--- src/rtl/sram_readout_ctrl_if.sv ---
// Bus bundle between the SRAM readout controller and its environment (capture block,
// SRAM data bus and MCU side). The controller connects to the slave modport.
interface sram_readout_ctrl_if #(
  parameter int unsigned ADDR_W = 18
);
  logic              Write_Ready;
  logic [ADDR_W-1:0] ADDR_CNT_IN;
  logic [ADDR_W-1:0] Read_Len;
  logic              Start_Read;
  logic              Rd_Req;
  logic [15:0]       SRAM_DATA;
  logic              SRAM_OE_n;
  logic [ADDR_W-1:0] SRAM_ADDR;
  logic [15:0]       DATA_OUT;
  logic              Data_Valid;
  logic              Read_Busy;
  logic              Read_Done;

  modport master (
    output Write_Ready, ADDR_CNT_IN, Read_Len, Start_Read, Rd_Req, SRAM_DATA,
    input  SRAM_OE_n, SRAM_ADDR, DATA_OUT, Data_Valid, Read_Busy, Read_Done
  );

  modport slave (
    input  Write_Ready, ADDR_CNT_IN, Read_Len, Start_Read, Rd_Req, SRAM_DATA,
    output SRAM_OE_n, SRAM_ADDR, DATA_OUT, Data_Valid, Read_Busy, Read_Done
  );
endinterface

--- src/rtl/sram_readout_ctrl.sv ---
// Streams words out of the frozen circular sample SRAM, oldest sample first, one word per
// MCU strobe; SRAM is only driven while capture is stopped.
module sram_readout_ctrl #(
  parameter int unsigned SRAM_LAT = 2,
  parameter int unsigned ADDR_W   = 18
) (
  input logic               CLK,
  input logic               RST,
  sram_readout_ctrl_if.slave bus
);

  typedef enum logic [2:0] {StIdle, StArm, StReady, StFetch, StDone} state_e;

  localparam logic [2:0] LatLast = 3'(SRAM_LAT - 1);

  state_e            state_q, state_d;
  logic [ADDR_W-1:0] addr_q, addr_d;
  logic [ADDR_W-1:0] rem_q, rem_d;
  logic [2:0]        lat_q, lat_d;
  logic [15:0]       data_q, data_d;
  logic              valid_q, valid_d;

  always_comb begin
    state_d = state_q;
    addr_d  = addr_q;
    rem_d   = rem_q;
    lat_d   = lat_q;
    data_d  = data_q;
    valid_d = 1'b0;
    unique case (state_q)
      StIdle, StDone: begin
        if (bus.Start_Read) begin
          if (bus.Read_Len == '0) begin
            state_d = StDone;
          end else if (bus.Write_Ready) begin
            state_d = StReady;
            addr_d  = bus.ADDR_CNT_IN + 1'b1;
            rem_d   = bus.Read_Len;
          end else begin
            state_d = StArm;
          end
        end
      end
      StArm: begin
        if (bus.Write_Ready) begin
          state_d = StReady;
          addr_d  = bus.ADDR_CNT_IN + 1'b1;
          rem_d   = bus.Read_Len;
        end
      end
      StReady: begin
        if (!bus.Write_Ready) begin
          state_d = StIdle;
        end else if (bus.Rd_Req) begin
          state_d = StFetch;
          lat_d   = LatLast;
        end
      end
      StFetch: begin
        // A new capture has started: drop the access without delivering the word.
        if (!bus.Write_Ready) begin
          state_d = StIdle;
        end else if (lat_q == 3'd0) begin
          data_d  = bus.SRAM_DATA;
          valid_d = 1'b1;
          addr_d  = addr_q + 1'b1;
          rem_d   = rem_q - 1'b1;
          state_d = (rem_q == ADDR_W'(1)) ? StDone : StReady;
        end else begin
          lat_d = lat_q - 3'd1;
        end
      end
      default: state_d = StIdle;
    endcase
  end

  always_ff @(posedge CLK) begin
    if (RST) begin
      state_q <= StIdle;
      addr_q  <= '0;
      rem_q   <= '0;
      lat_q   <= 3'd0;
      data_q  <= 16'h0000;
      valid_q <= 1'b0;
    end else begin
      state_q <= state_d;
      addr_q  <= addr_d;
      rem_q   <= rem_d;
      lat_q   <= lat_d;
      data_q  <= data_d;
      valid_q <= valid_d;
    end
  end

  // Gating with Write_Ready keeps OE off in the very cycle capture restarts.
  assign bus.SRAM_OE_n  = !((state_q == StFetch) && bus.Write_Ready);
  assign bus.SRAM_ADDR  = addr_q;
  assign bus.DATA_OUT   = data_q;
  assign bus.Data_Valid = valid_q;
  assign bus.Read_Busy  = (state_q == StArm) || (state_q == StReady) || (state_q == StFetch);
  assign bus.Read_Done  = (state_q == StDone);

endmodule

--- src/flat_wrapper.sv ---
// flat-port wrapper written by rule: the top's interface ports become plain ports
module sram_readout_ctrl_flat 
#(
  parameter int unsigned SRAM_LAT = 2,
  parameter int unsigned ADDR_W   = 18
)
  (CLK, RST, bus_Write_Ready, bus_ADDR_CNT_IN, bus_Read_Len, bus_Start_Read, bus_Rd_Req, bus_SRAM_DATA, bus_SRAM_OE_n, bus_SRAM_ADDR, bus_DATA_OUT, bus_Data_Valid, bus_Read_Busy, bus_Read_Done);
  sram_readout_ctrl_if #(.ADDR_W(ADDR_W)) bus_i ();
  input logic CLK;
  input logic RST;
  input wire logic [$bits(bus_i.Write_Ready)-1:0] bus_Write_Ready;
  input wire logic [$bits(bus_i.ADDR_CNT_IN)-1:0] bus_ADDR_CNT_IN;
  input wire logic [$bits(bus_i.Read_Len)-1:0] bus_Read_Len;
  input wire logic [$bits(bus_i.Start_Read)-1:0] bus_Start_Read;
  input wire logic [$bits(bus_i.Rd_Req)-1:0] bus_Rd_Req;
  input wire logic [$bits(bus_i.SRAM_DATA)-1:0] bus_SRAM_DATA;
  output wire logic [$bits(bus_i.SRAM_OE_n)-1:0] bus_SRAM_OE_n;
  output wire logic [$bits(bus_i.SRAM_ADDR)-1:0] bus_SRAM_ADDR;
  output wire logic [$bits(bus_i.DATA_OUT)-1:0] bus_DATA_OUT;
  output wire logic [$bits(bus_i.Data_Valid)-1:0] bus_Data_Valid;
  output wire logic [$bits(bus_i.Read_Busy)-1:0] bus_Read_Busy;
  output wire logic [$bits(bus_i.Read_Done)-1:0] bus_Read_Done;
  assign bus_i.Write_Ready = bus_Write_Ready;
  assign bus_i.ADDR_CNT_IN = bus_ADDR_CNT_IN;
  assign bus_i.Read_Len = bus_Read_Len;
  assign bus_i.Start_Read = bus_Start_Read;
  assign bus_i.Rd_Req = bus_Rd_Req;
  assign bus_i.SRAM_DATA = bus_SRAM_DATA;
  assign bus_SRAM_OE_n = bus_i.SRAM_OE_n;
  assign bus_SRAM_ADDR = bus_i.SRAM_ADDR;
  assign bus_DATA_OUT = bus_i.DATA_OUT;
  assign bus_Data_Valid = bus_i.Data_Valid;
  assign bus_Read_Busy = bus_i.Read_Busy;
  assign bus_Read_Done = bus_i.Read_Done;
  sram_readout_ctrl #(.SRAM_LAT(SRAM_LAT), .ADDR_W(ADDR_W)) u_core (.CLK(CLK), .RST(RST), .bus(bus_i));
endmodule
--- config.mk ---
export PLATFORM = sky130hd
export DESIGN_NAME = sram_readout_ctrl_flat
export DESIGN_NICKNAME = d
export VERILOG_FILES = /design/src/rtl/sram_readout_ctrl_if.sv /design/src/rtl/sram_readout_ctrl.sv /design/src/flat_wrapper.sv
export SDC_FILE = /design/constraint.sdc
export NUM_CORES = 1
export LEC_CHECK = 0
export BUFFER_PORTS_ARGS = -buffer_cell sky130_fd_sc_hd__buf_2
export CAP_MARGIN = 10
export CORE_MARGIN = 8
export CORE_UTILIZATION = 30
export CTS_CLUSTER_DIAMETER = 40
export DETAILED_ROUTE_END_ITERATION = 8
export SLEW_MARGIN = 20
export SYNTH_ARGS = -nofsm -noshare
export SYNTH_HDL_FRONTEND = slang
export SYNTH_SLANG_ARGS = --single-unit
--- constraint.sdc ---
create_clock -name CLK -period 4.9 [get_ports CLK]
set_clock_uncertainty 0.15 [all_clocks]
set_input_delay 0.735 -clock CLK [delete_from_list [all_inputs] [get_ports CLK]]
set_output_delay 0.735 -clock CLK [all_outputs]
set_load 0.03 [all_outputs]
; ---- Word level (Yosys, flattened, before mapping)
; Cells that the tools add are included.
[classes]
n_reduce_logical = 15
n_eq_ne = 15
n_mux = 28
bitwise = 2
addsub = 4
[ops]
columns = operator, count
row1 = $mux 18, 10
row2 = $pmux 18 s3, 2
row3 = $add 18x1->18 const B, 2
row4 = $mux 3, 12
row5 = $eq 18x1->1 const B, 1
row6 = $logic_not 18->1, 1
row7 = $sub 18x1->18 const B, 1
row8 = $ne 2x2->1 const B, 7
row9 = $pmux 3 s4, 1
row10 = $reduce_and 5->1, 2
row11 = $eq 3x2->1 const B, 2
row12 = $logic_not 3->1, 2
row13 = $pmux 3 s2, 1
row14 = $reduce_and 4->1, 1
row15 = $eq 3x1->1 const B, 1
row16 = $eq 3x3->1 const B, 1
row17 = $ne 3x2->1 const B, 1
row18 = $ne 3x3->1 const B, 1
row19 = $reduce_and 3->1, 1
row20 = $reduce_bool 3->1, 1
row21 = $reduce_or 3->1, 1
row22 = $sub 3x1->3 const B, 1
row23 = $logic_or 1x1->1, 2
row24 = $mux 2, 1
row25 = other kinds (7), 8
[word_totals]
out_inout_bits = 38
ff_bits = 59
inputBits = 57
elab_cells = 70

; ---- Longest topological paths before layout
; Gate-level depths: netlist (run 1).
[logic_depth]
ltp_word = 5
ltp_mapped = 14
mapped_depth_nobuf = 10

; ---- Least setup slack after synthesis (run 1)
; No wires, ideal clock.
[synth_timing]
kind = reg-to-reg
from = reg u_core.state_q[1]
to = reg u_core.addr_q[16] (netlist: u_core.bus.SRAM_ADDR[16])
arrival_ns = 3.001
n_path_buf = 4
stages_incl_launch_ff = 15
slack_ns = 1.617
path_cell_list = dfxtp_1 -> buf_4 -> nand3b_2 -> buf_1 -> clkbuf_1 -> buf_1 -> nand2_1 -> nand2_1 -> ha_1 -> nand2_1 -> mux2i_1 -> o221ai_1 -> nor2_1 -> a2bb2oi_1 -> a31oi_1
[synth_via]
elab_chain_len = 4
word_cells_on_any_way = 12
[synth_rtl]
columns = item, line_no
row1 = start: declaration, sram_readout_ctrl.sv:16  ; state_e state_q, state_d;
row2 = start signal: assignment, sram_readout_ctrl.sv:79  ; state_q <= StIdle;
row3 = start signal: assignment, sram_readout_ctrl.sv:86  ; state_q <= state_d;
row4 = $eq 3x3->1 / $logic_not 3->1 (equally long branches), sram_readout_ctrl.sv:30  ; unique case (state_q)
row5 = $reduce_or 2->1, sram_readout_ctrl.sv:30
row6 = $ne 2x2->1 (no source line) / $reduce_bool 3->1 (equally long branches), -
row7 = $reduce_and 5->1 (no source line), -
row8 = end signal: assignment, sram_readout_ctrl.sv:87  ; addr_q <= addr_d;
row9 = end: declaration, sram_readout_ctrl.sv:17  ; logic [ADDR_W-1:0] addr_q, addr_d;
; Parallel ways exist; a longest one is shown, timed or not.
; A chain may end at the register's enable or synchronous reset.

; ---- Worst setup path in the final report (run 1)
; Ends and elaborated chain as after synthesis.

==> impl_metrics.py, run 1 <==
metrics = {
    "clock_tree": {
        "clockBufferDepth": 2,
        "ctsHoldBuffers": 0,
        "cts_sinks": 59,
        "post_cts_buffers": 0,
        "clkTransAtPathRegs_ps": 50,
        "insertion_delay_ps": 330,
        "cts_tree": "yes",
        "cts_made_buffers": 9,
        "root_buffer": "clkbuf_16",
        "cts_max_level": 3,
        "cts.repair.resized": 0,
    },
    "cells_and_area": {
        "fin_cells": 741,
        "n_fill_cell": 1239,
        "fin_nets": 651,
        "area_delta_synth_final_pct": 23.4,
        "drive_above_1_share_pct": 20.7,
        "diodes": 0,
    },
    "floorplan": {
        "die-area_sq_um": 15800,
        "initial_core_util_pct": 30.4,
        "ioPinCount": 95,
        "fp.dieW_um": 126,
        "die_h_um": 126,
        "rows": 40,
        "core-area_sq_um": 11900,
    },
    "timing": {
        "layout_min_cycle_time_ps": 3230,
        "max_slew_margin_pct": 31.4,
        "hold_viol": 0,
        "finalCritPeriodShare_pct": 65.9,
        "fin_tns_setup_ps": 0,
        "setup_viol": 0,
        "max_freq_ghz": 0.310,
        "layout_setup_ws_ps": 1670,
        "rsz0062_at_grt": "no",
        "slew_violations": 0,
        "tightest_slew_ps": 1030,
    },
    "routing": {
        "postRouteAntennaNets": 0,
        "vias": 4058,
        "remaining_drc_errors": 0,
        "drt-initial-drc-count": 307,
        "vias_per_cell": 5.48,
        "wirelength_um": 11300,
        "firstDrtPassIters": 4,
        "wl_per_cell_um": 15.3,
    },
    "pwr": {
        "p_per_area_nw_per_um2": 377,
        "p_leak_nw": 1.76,
        "total_power_mw": 1.68,
        "ir_worst_vdd_mv": 0.167,
    },
    "critical_path": {
        "path_class": "register to register",
        "reg2reg_from": "u_core.state_q[1]$_SDFFE_PP0P_",
        "crit_required_ps": 4930,
        "cp.arrival_ps": 3260,
        "startpoint": "u_core.state_q[1]$_SDFFE_PP0P_",
        "cp_max_fo": 43,
        "critPathCaptureType": "register",
        "crit_path_start_kind": "register",
    },
    "hold_path": {
        "hold_class": "register to register",
        "hp-start": "u_core.bus.DATA_OUT[14]$_SDFFE_PP0P_",
    },
    "yosys": {
        "synthCells": 515,
        "async_reset_ff_share_pct": 0,
        "ys_seq_elements": 59,
        "synth_top_area_share_pct": 32.7,
        "synth_cell_types": 61,
        "synth_commonest_cells": "112 x nand2_1, 59 x dfxtp_1, 54 x a21oi_1, 49 x nor2_1, 44 x o21ai_0",
        "syn-num-nets": 577,
        "yosysSeqAreaShare_pct": 32.7,
        "ys_warn_count": 0,
        "netlist_area_sq_um": 3610,
        "postSynthAreaPerCell_sq_um": 7.01,
        "synth.most_common_cell": "nand2_1",
        "yosysTopAreaCell": "dfxtp_1",
        "synth_edf_count": 0,
        "synth_area_leaders": "dfxtp_1 33%, nand2_1 12%, a21oi_1 7.5%",
        "synthFlopType": "dfxtp_1",
    },
    "global_routing": {
        "grt_antenna_before_repair": 0,
        "grt_pass1_wl_um": 19100,
        "gr-total-overflow": 0,
        "grt_usage_pct": 14.4,
        "grt_max_degree": 78,
        "grt_pass1_vias": 4077,
    },
    "place": {
        "dp.cells": 725,
        "post-place-ws_ps": 1500,
        "place_congestion": 0.845,
        "hpwl_um": 7910,
        "numPortBuffers": 94,
    },
    "run_status": {
        "status": "finished clean",
    },
    "flow_run": {
        "cap_violations": 0,
    },
}
## power by group
| part | switching, mW | internal (mW) |
|---|---|---|
| registers | 0.0618 | 0.525 |
| clock network | 0.216 | 0.435 |
| logic | 0.290 | 0.151 |
## per-layer routing
| layer | wire (um) | GRT usage (%) |
|---|---|---|
| met2 | 5260 | 23.8 |
| met5 | 0 | 0 |
| met3 | 802 | 4.68 |
| met4 | 250 | 6.09 |
| met1 | 4990 | 16.7 |
## per-stage QoR
step           area [sq um]  hold slack (ps)  utilization (%)
2_1_floorplan          3610              293                -
3_3_place_gp           4150              290             35.0
3_5_place_dp           4150              297             35.0
4_1_cts                4460              304             37.6
5_1_grt                4460              321             37.6
6_report               4460              300             37.6
## flip-flops by register name, summed over array words and instances, names as in the netlist
signal                 count
u_core.rem_q              18
u_core.state_q             3
u_core.lat_q               3
u_core.bus.DATA_OUT       16
u_core.bus.SRAM_ADDR      18
u_core.bus.Data_Valid      1
## logic make-up after synthesis
| kind of cell | after synthesis | share of synthesized area, % |
|---|---|---|
| buf+inv | 43 | 4.99 |
| flops | 59 | 32.7 |
| mux | 5 | 1.39 |
| fa+ha+maj | 5 | 1.73 |
| xor+xnor | 1 | 0.243 |
| compound gates | 156 | 26.7 |
| simple gates | 246 | 32.3 |
## cell type report
| cell class | instances | area (sq um) | area share [%] |
|---|---|---|---|
| multi-input combinational | 413 | 2260 | 50.6 |
| timing repair buffer | 97 | 493 | 11.1 |
| clock inverter | 1 | 30.0 | 0.674 |
| inverter | 9 | 33.8 | 0.758 |
| sequential | 59 | 1180 | 26.5 |
| clock buffer | 15 | 278 | 6.23 |
| tap | 147 | 184 | 4.13 |
## worst paths after layout
check                                           to  slack (ps)  cells past startpoint
max reg2reg  u_core.bus.SRAM_ADDR[16]$_SDFFE_PP0P_        1670                      7
min reg2reg   u_core.bus.DATA_OUT[14]$_SDFFE_PP0P_         300                      2
min           u_core.bus.DATA_OUT[14]$_SDFFE_PP0P_         300                      2
max          u_core.bus.SRAM_ADDR[16]$_SDFFE_PP0P_        1670                      7
## worst max-delay path, stage by stage (launching register included)
cell and delay, ps:
dfxtp_1 600, and3b_1 300, buf_4 450, mux2i_1 630, o221ai_1 400, nor2_1 250, a2bb2oi_1 190, a31oi_1 100
## placed cells by master, fill, tap and decap left out, types with 4 or more instances in the layout
master	instances
o2111ai_1	7
nand3_1	18
buf_2	94
ha_1	5
o21ai_0	44
a31oi_1	13
nand4_1	7
nor4_1	7
o41ai_1	4
nand2_1	112
nor2_1	48
a21oi_1	54
mux2i_1	5
a2bb2oi_1	4
inv_1	9
or3_1	10
clkbuf_16	9
nor3b_1	5
and2_1	4
nor3_1	12
dfxtp_1	59
o31ai_1	4
Power figures use the tool's default switching activity.
==> run 2, diff against run 1 <==
- clock period: 4.9 -> 3.1 ns (I/O delays scaled with it)
==> impl_metrics.py, run 2 (same netlist as run 1, synthesis figures left out) <==
metrics = {
    "routing": {
        "vias_per_cell": 5.43,
        "vias": 4081,
        "wirelength_um": 11600,
        "wl_per_cell_um": 15.5,
        "firstDrtPassIters": 5,
        "drt-initial-drc-count": 250,
        "postRouteAntennaNets": 0,
        "remaining_drc_errors": 0,
    },
    "hold_path": {
        "hold_class": "primary input to register",
    },
    "timing": {
        "layout_min_cycle_time_ps": 2640,
        "finalCritPeriodShare_pct": 85.1,
        "fin_tns_setup_ps": 0,
        "max_freq_ghz": 0.379,
        "tightest_slew_ps": 849,
        "setup_viol": 0,
        "hold_viol": 0,
        "max_slew_margin_pct": 43.3,
        "slew_violations": 0,
        "rsz0062_at_grt": "no",
    },
    "pwr": {
        "p_clk_share_pct": 36.7,
        "p_int_mw": 1.69,
        "ir_worst_vdd_mv": 0.276,
        "p_per_area_nw_per_um2": 578,
        "switchingPower_mw": 0.918,
        "sw_frac_of_total_pct": 35.2,
        "total_power_mw": 2.61,
        "power.share.combinational_pct": 28.5,
        "power_frac_seq_pct": 34.8,
        "p_leak_nw": 1.81,
    },
    "cells_and_area": {
        "final_common_cell": "nand2_1",
        "diodes": 0,
        "final_cell_mix": "112 x nand2_1, 94 x buf_2, 59 x dfxtp_1, 54 x a21oi_1, 48 x nor2_1",
        "fin_util_pct": 38.0,
        "area_delta_synth_final_pct": 24.9,
        "fin_nets": 662,
        "postLayoutCellArea_sq_um": 4510,
        "drive_above_1_share_pct": 22.5,
        "fin_cells": 751,
    },
    "place": {
        "numPortBuffers": 94,
        "hpwl_um": 8410,
        "placed_area_sq_um": 4230,
        "place_congestion": 0.822,
        "dp.cells": 736,
    },
    "floorplan": {
        "core-area_sq_um": 11900,
        "die-area_sq_um": 15800,
        "initial_core_util_pct": 30.4,
        "rows": 40,
        "fp.dieW_um": 126,
        "die_h_um": 126,
        "ioPinCount": 95,
    },
    "clock_tree": {
        "clockBufferDepth": 2,
        "cts.repair.resized": 0,
        "root_buffer": "clkbuf_16",
        "cts_tree": "yes",
        "insertion_delay_ps": 340,
        "cts_sinks": 59,
        "cts_max_level": 3,
        "post_cts_buffers": 0,
        "clkTransAtPathRegs_ps": 50,
        "ctsHoldBuffers": 0,
        "cts_made_buffers": 9,
    },
    "critical_path": {
        "crit_required_ps": 3210,
        "cp_max_fo": 20,
        "critPathCaptureType": "register",
        "path_class": "register to register",
        "crit_path_start_kind": "register",
        "cp.arrival_ps": 2740,
    },
    "global_routing": {
        "gr-total-overflow": 0,
        "grt_usage_pct": 14.9,
        "grt_max_degree": 56,
        "grt_pass1_vias": 4047,
        "grt_antenna_before_repair": 0,
        "grt_pass1_wl_um": 19500,
    },
    "run_status": {
        "status": "finished clean",
    },
    "flow_run": {
        "cap_violations": 0,
    },
}
==> run 2: cell count changes in the layout (fill, tap and decap cells not counted), sizes merged <==
| cell | previous run | this run |
|---|---|---|
| bufinv | 1 | 0 |
| clkbuf | 15 | 13 |
| clkinv | 0 | 2 |
| buf | 97 | 108 |
==> run 2: per-stage QoR <==
step / worst slack [ps] / hold WS, ps
floorplan: 6.61 / 293
global placement: 520 / 289
detailed placement: 388 / 296
CTS: 459 / 208
global route: 263 / 215
finish: 461 / 215
==> run 2: layout make-up <==
| class | instances | area [sq um] |
|---|---|---|
| Inverter | 9 | 33.8 |
| Clock inverter | 2 | 10.0 |
| Clock buffer | 13 | 270 |
| Fill cell | 1245 | 7350 |
| Timing Repair Buffer | 108 | 576 |
| Multi-Input combinational cell | 413 | 2250 |
| Sequential cell | 59 | 1180 |
| Tap cell | 147 | 184 |
==> run 2: power by group through the flow <==
stage	Combinational, mW	Sequential [mW]	Clock [mW]
final	0.744	0.906	0.957
after global routing	0.830	0.919	1.01
after CTS	0.749	0.906	0.979
after detailed placement	0.745	0.921	0
after global placement	0.738	0.919	0
after floorplan	0.471	0.967	0
==> run 2: critical path: stages (launching register included) <==
cell	delay [ps]
dfxtp_1	300
buf_4	170
nor2_1	210
and2_1	150
o21ai_1	190
nor2_2	710
buf_4	380
o211ai_1	130
a21oi_1	160
==> run 2: path summary, 6_finish.rpt <==
path	slack (ps)	from	end	cells after the start
max	460	u_core.state_q[0]$_SDFFE_PP0P_	u_core.rem_q[1]$_SDFFE_PP0P_	8
min reg2reg	300	u_core.bus.DATA_OUT[15]$_SDFFE_PP0P_	u_core.bus.DATA_OUT[15]$_SDFFE_PP0P_	2
min	220	bus_SRAM_DATA[13]	u_core.bus.DATA_OUT[13]$_SDFFE_PP0P_	3
max reg2reg	460	u_core.state_q[0]$_SDFFE_PP0P_	u_core.rem_q[1]$_SDFFE_PP0P_	8
==> run 2: routing by layer <==
layer / part of all wire (%) / wire length (um) / track usage (%) / up-vias
met2: 48 / 5540 / 24.4 / 116
met1: 44 / 5070 / 17.6 / 1928
li1: - / - / - / 2020
met4: 1.7 / 201 / 6.52 / 0
met5: 0 / 0 / 0 / -
met3: 6.9 / 803 / 4.47 / 17
==> run 3, diff against run 2 <==
- CORE_ASPECT_RATIO: not set -> 0.6
- clock period: 3.1 -> 2.8 ns (I/O delays scaled with it)
==> impl_metrics.py, run 3 (same netlist as run 1, synthesis figures left out) <==
metrics = {
    "floorplan": {
        "rows": 31,
        "initial_core_util_pct": 30.3,
        "die-area_sq_um": 15900,
        "fp.dieW_um": 158,
        "ioPinCount": 95,
        "core-area_sq_um": 11900,
        "die_h_um": 101,
    },
    "cells_and_area": {
        "fin_util_pct": 38.9,
        "fin_nets": 666,
        "diodes": 0,
        "drive_above_1_share_pct": 23.3,
        "final_common_cell": "nand2_1",
        "postLayoutCellArea_sq_um": 4630,
        "final_cell_mix": "112 x nand2_1, 94 x buf_2, 59 x dfxtp_1, 54 x a21oi_1, 48 x nor2_1",
        "area_delta_synth_final_pct": 28.4,
    },
    "critical_path": {
        "crit_family": "buffers and inverters",
        "startpoint": "u_core.state_q[1]$_SDFFE_PP0P_",
        "crit_buf_inv": 3,
        "crit_required_ps": 2230,
        "reg2reg_depth": 10,
        "critical-path-max-stage-delay_ps": 470,
        "reg2reg_from": "u_core.state_q[1]$_SDFFE_PP0P_",
        "cp.arrival_ps": 2050,
        "r2r_end": "u_core.bus.SRAM_ADDR[16]$_SDFFE_PP0P_",
        "crit_path_start_kind": "register",
        "crit_chain": "and3b_1, buf_12, buf_4, nand2_1, buf_2",
        "r2r_slack_ps": 260,
        "path_class": "register to output port",
        "cp_max_fo": 26,
        "critPathCaptureType": "output port",
        "cp-endpoint": "bus_SRAM_OE_n",
        "cp.depth": 5,
        "critPathSlowestCell": "dfxtp_1",
    },
    "hold_path": {
        "hold_class": "primary input to register",
    },
    "pwr": {
        "p_per_area_nw_per_um2": 644,
        "p_leak_nw": 1.85,
        "ir_worst_vdd_mv": 0.342,
    },
    "clock_tree": {
        "insertion_delay_ps": 330,
        "cts_max_level": 3,
        "clockBufferDepth": 2,
        "clkTransAtPathRegs_ps": 50,
        "cts_sinks": 59,
        "root_buffer": "clkbuf_16",
        "post_cts_buffers": 0,
        "cts_made_buffers": 9,
        "cts_tree": "yes",
    },
    "run_status": {
        "status": "finished clean",
    },
    "routing": {
        "vias_per_cell": 5.34,
        "wirelength_um": 12100,
        "postRouteAntennaNets": 0,
        "wl_per_cell_um": 15.7,
        "vias": 4132,
        "firstDrtPassIters": 5,
        "drt-initial-drc-count": 368,
        "remaining_drc_errors": 0,
    },
    "flow_run": {
        "cap_violations": 0,
    },
    "global_routing": {
        "grt_pass1_vias": 3716,
        "gr-total-overflow": 0,
        "grt_usage_pct": 15.2,
        "grt_pass1_wl_um": 19400,
        "grt_antenna_before_repair": 0,
        "grt_max_degree": 60,
    },
    "timing": {
        "finalCritPeriodShare_pct": 93.5,
        "tightest_slew_ps": 678,
        "max_slew_margin_pct": 54.7,
        "slew_violations": 0,
        "max_freq_ghz": 0.382,
        "rsz0062_at_grt": "no",
        "setup_viol": 0,
        "layout_min_cycle_time_ps": 2620,
        "fin_tns_setup_ps": 0,
        "hold_viol": 0,
    },
    "place": {
        "placed_area_sq_um": 4330,
        "hpwl_um": 8940,
        "numPortBuffers": 94,
        "place_congestion": 0.838,
    },
}
## run 3: stage by stage
step / worst slack [ps] / power [mW] / std cells / hold slack (ps)
finish: 182 / 2.98 / 774 / 179
global route: 18.5 / 3.15 / 774 / 175
CTS: 170 / 3.01 / 774 / 162
detailed placement: 186 / 1.89 / 758 / 296
global placement: 267 / 1.88 / 758 / 290
floorplan: 7.82 / 1.60 / 515 / 293
## run 3: worst min path at each step
stage | from | end | slack, ps | cells after the start
after floorplan | u_core.rem_q[8]$_SDFFE_PP0P_ | u_core.rem_q[8]$_SDFFE_PP0P_ | 290 | 2
after global placement | u_core.bus.DATA_OUT[3]$_SDFFE_PP0P_ | u_core.bus.DATA_OUT[3]$_SDFFE_PP0P_ | 290 | 2
after detailed placement | u_core.bus.DATA_OUT[15]$_SDFFE_PP0P_ | u_core.bus.DATA_OUT[15]$_SDFFE_PP0P_ | 300 | 2
after CTS | bus_SRAM_DATA[14] | u_core.bus.DATA_OUT[14]$_SDFFE_PP0P_ | 160 | 3
after global routing | bus_SRAM_DATA[15] | u_core.bus.DATA_OUT[15]$_SDFFE_PP0P_ | 170 | 3
final | bus_SRAM_DATA[15] | u_core.bus.DATA_OUT[15]$_SDFFE_PP0P_ | 180 | 3
## run 3: worst reg2reg max path, cell delays in order, from the launching register on
cell,delay (ps)
dfxtp_1,470
and3b_1,320
nand2_1,110
nand2_1,70
ha_1,210
nand2_1,110
mux2i_4,280
o221ai_2,190
nor2_1,210
a2bb2oi_1,190
a31oi_1,100
## run 3: repair_timing
| action | 4_1_cts | 5_1_grt |
|---|---|---|
| hold buffers | 0 | 0 |
| resized for setup | 0 | 1 |
| setup endpoints to repair | 0 | 7 |
## run 3: area by class of cell
cell class | count | area, sq um
sequential | 59 | 1180
inverter | 9 | 33.8
multi-input combinational | 413 | 2270
clock buffer | 11 | 243
clock inverter | 5 | 52.6
fill | 1246 | 7270
tap | 165 | 206
timing repair buffer | 112 | 643
## run 3: per-layer routing
metal  global-route usage [%]  wire length (um)
met1                     22.1              6290
met2                     20.9              4740
met3                     4.58              1010
met4                     4.15               101
met5                        0                 0
## run 3: power breakdown
group          leakage, nW  switching [mW]  total, mW  internal [mW]
registers            0.480          0.0997       1.02          0.919
logic                 1.22           0.554      0.867          0.314
clock network        0.145           0.390       1.10          0.708
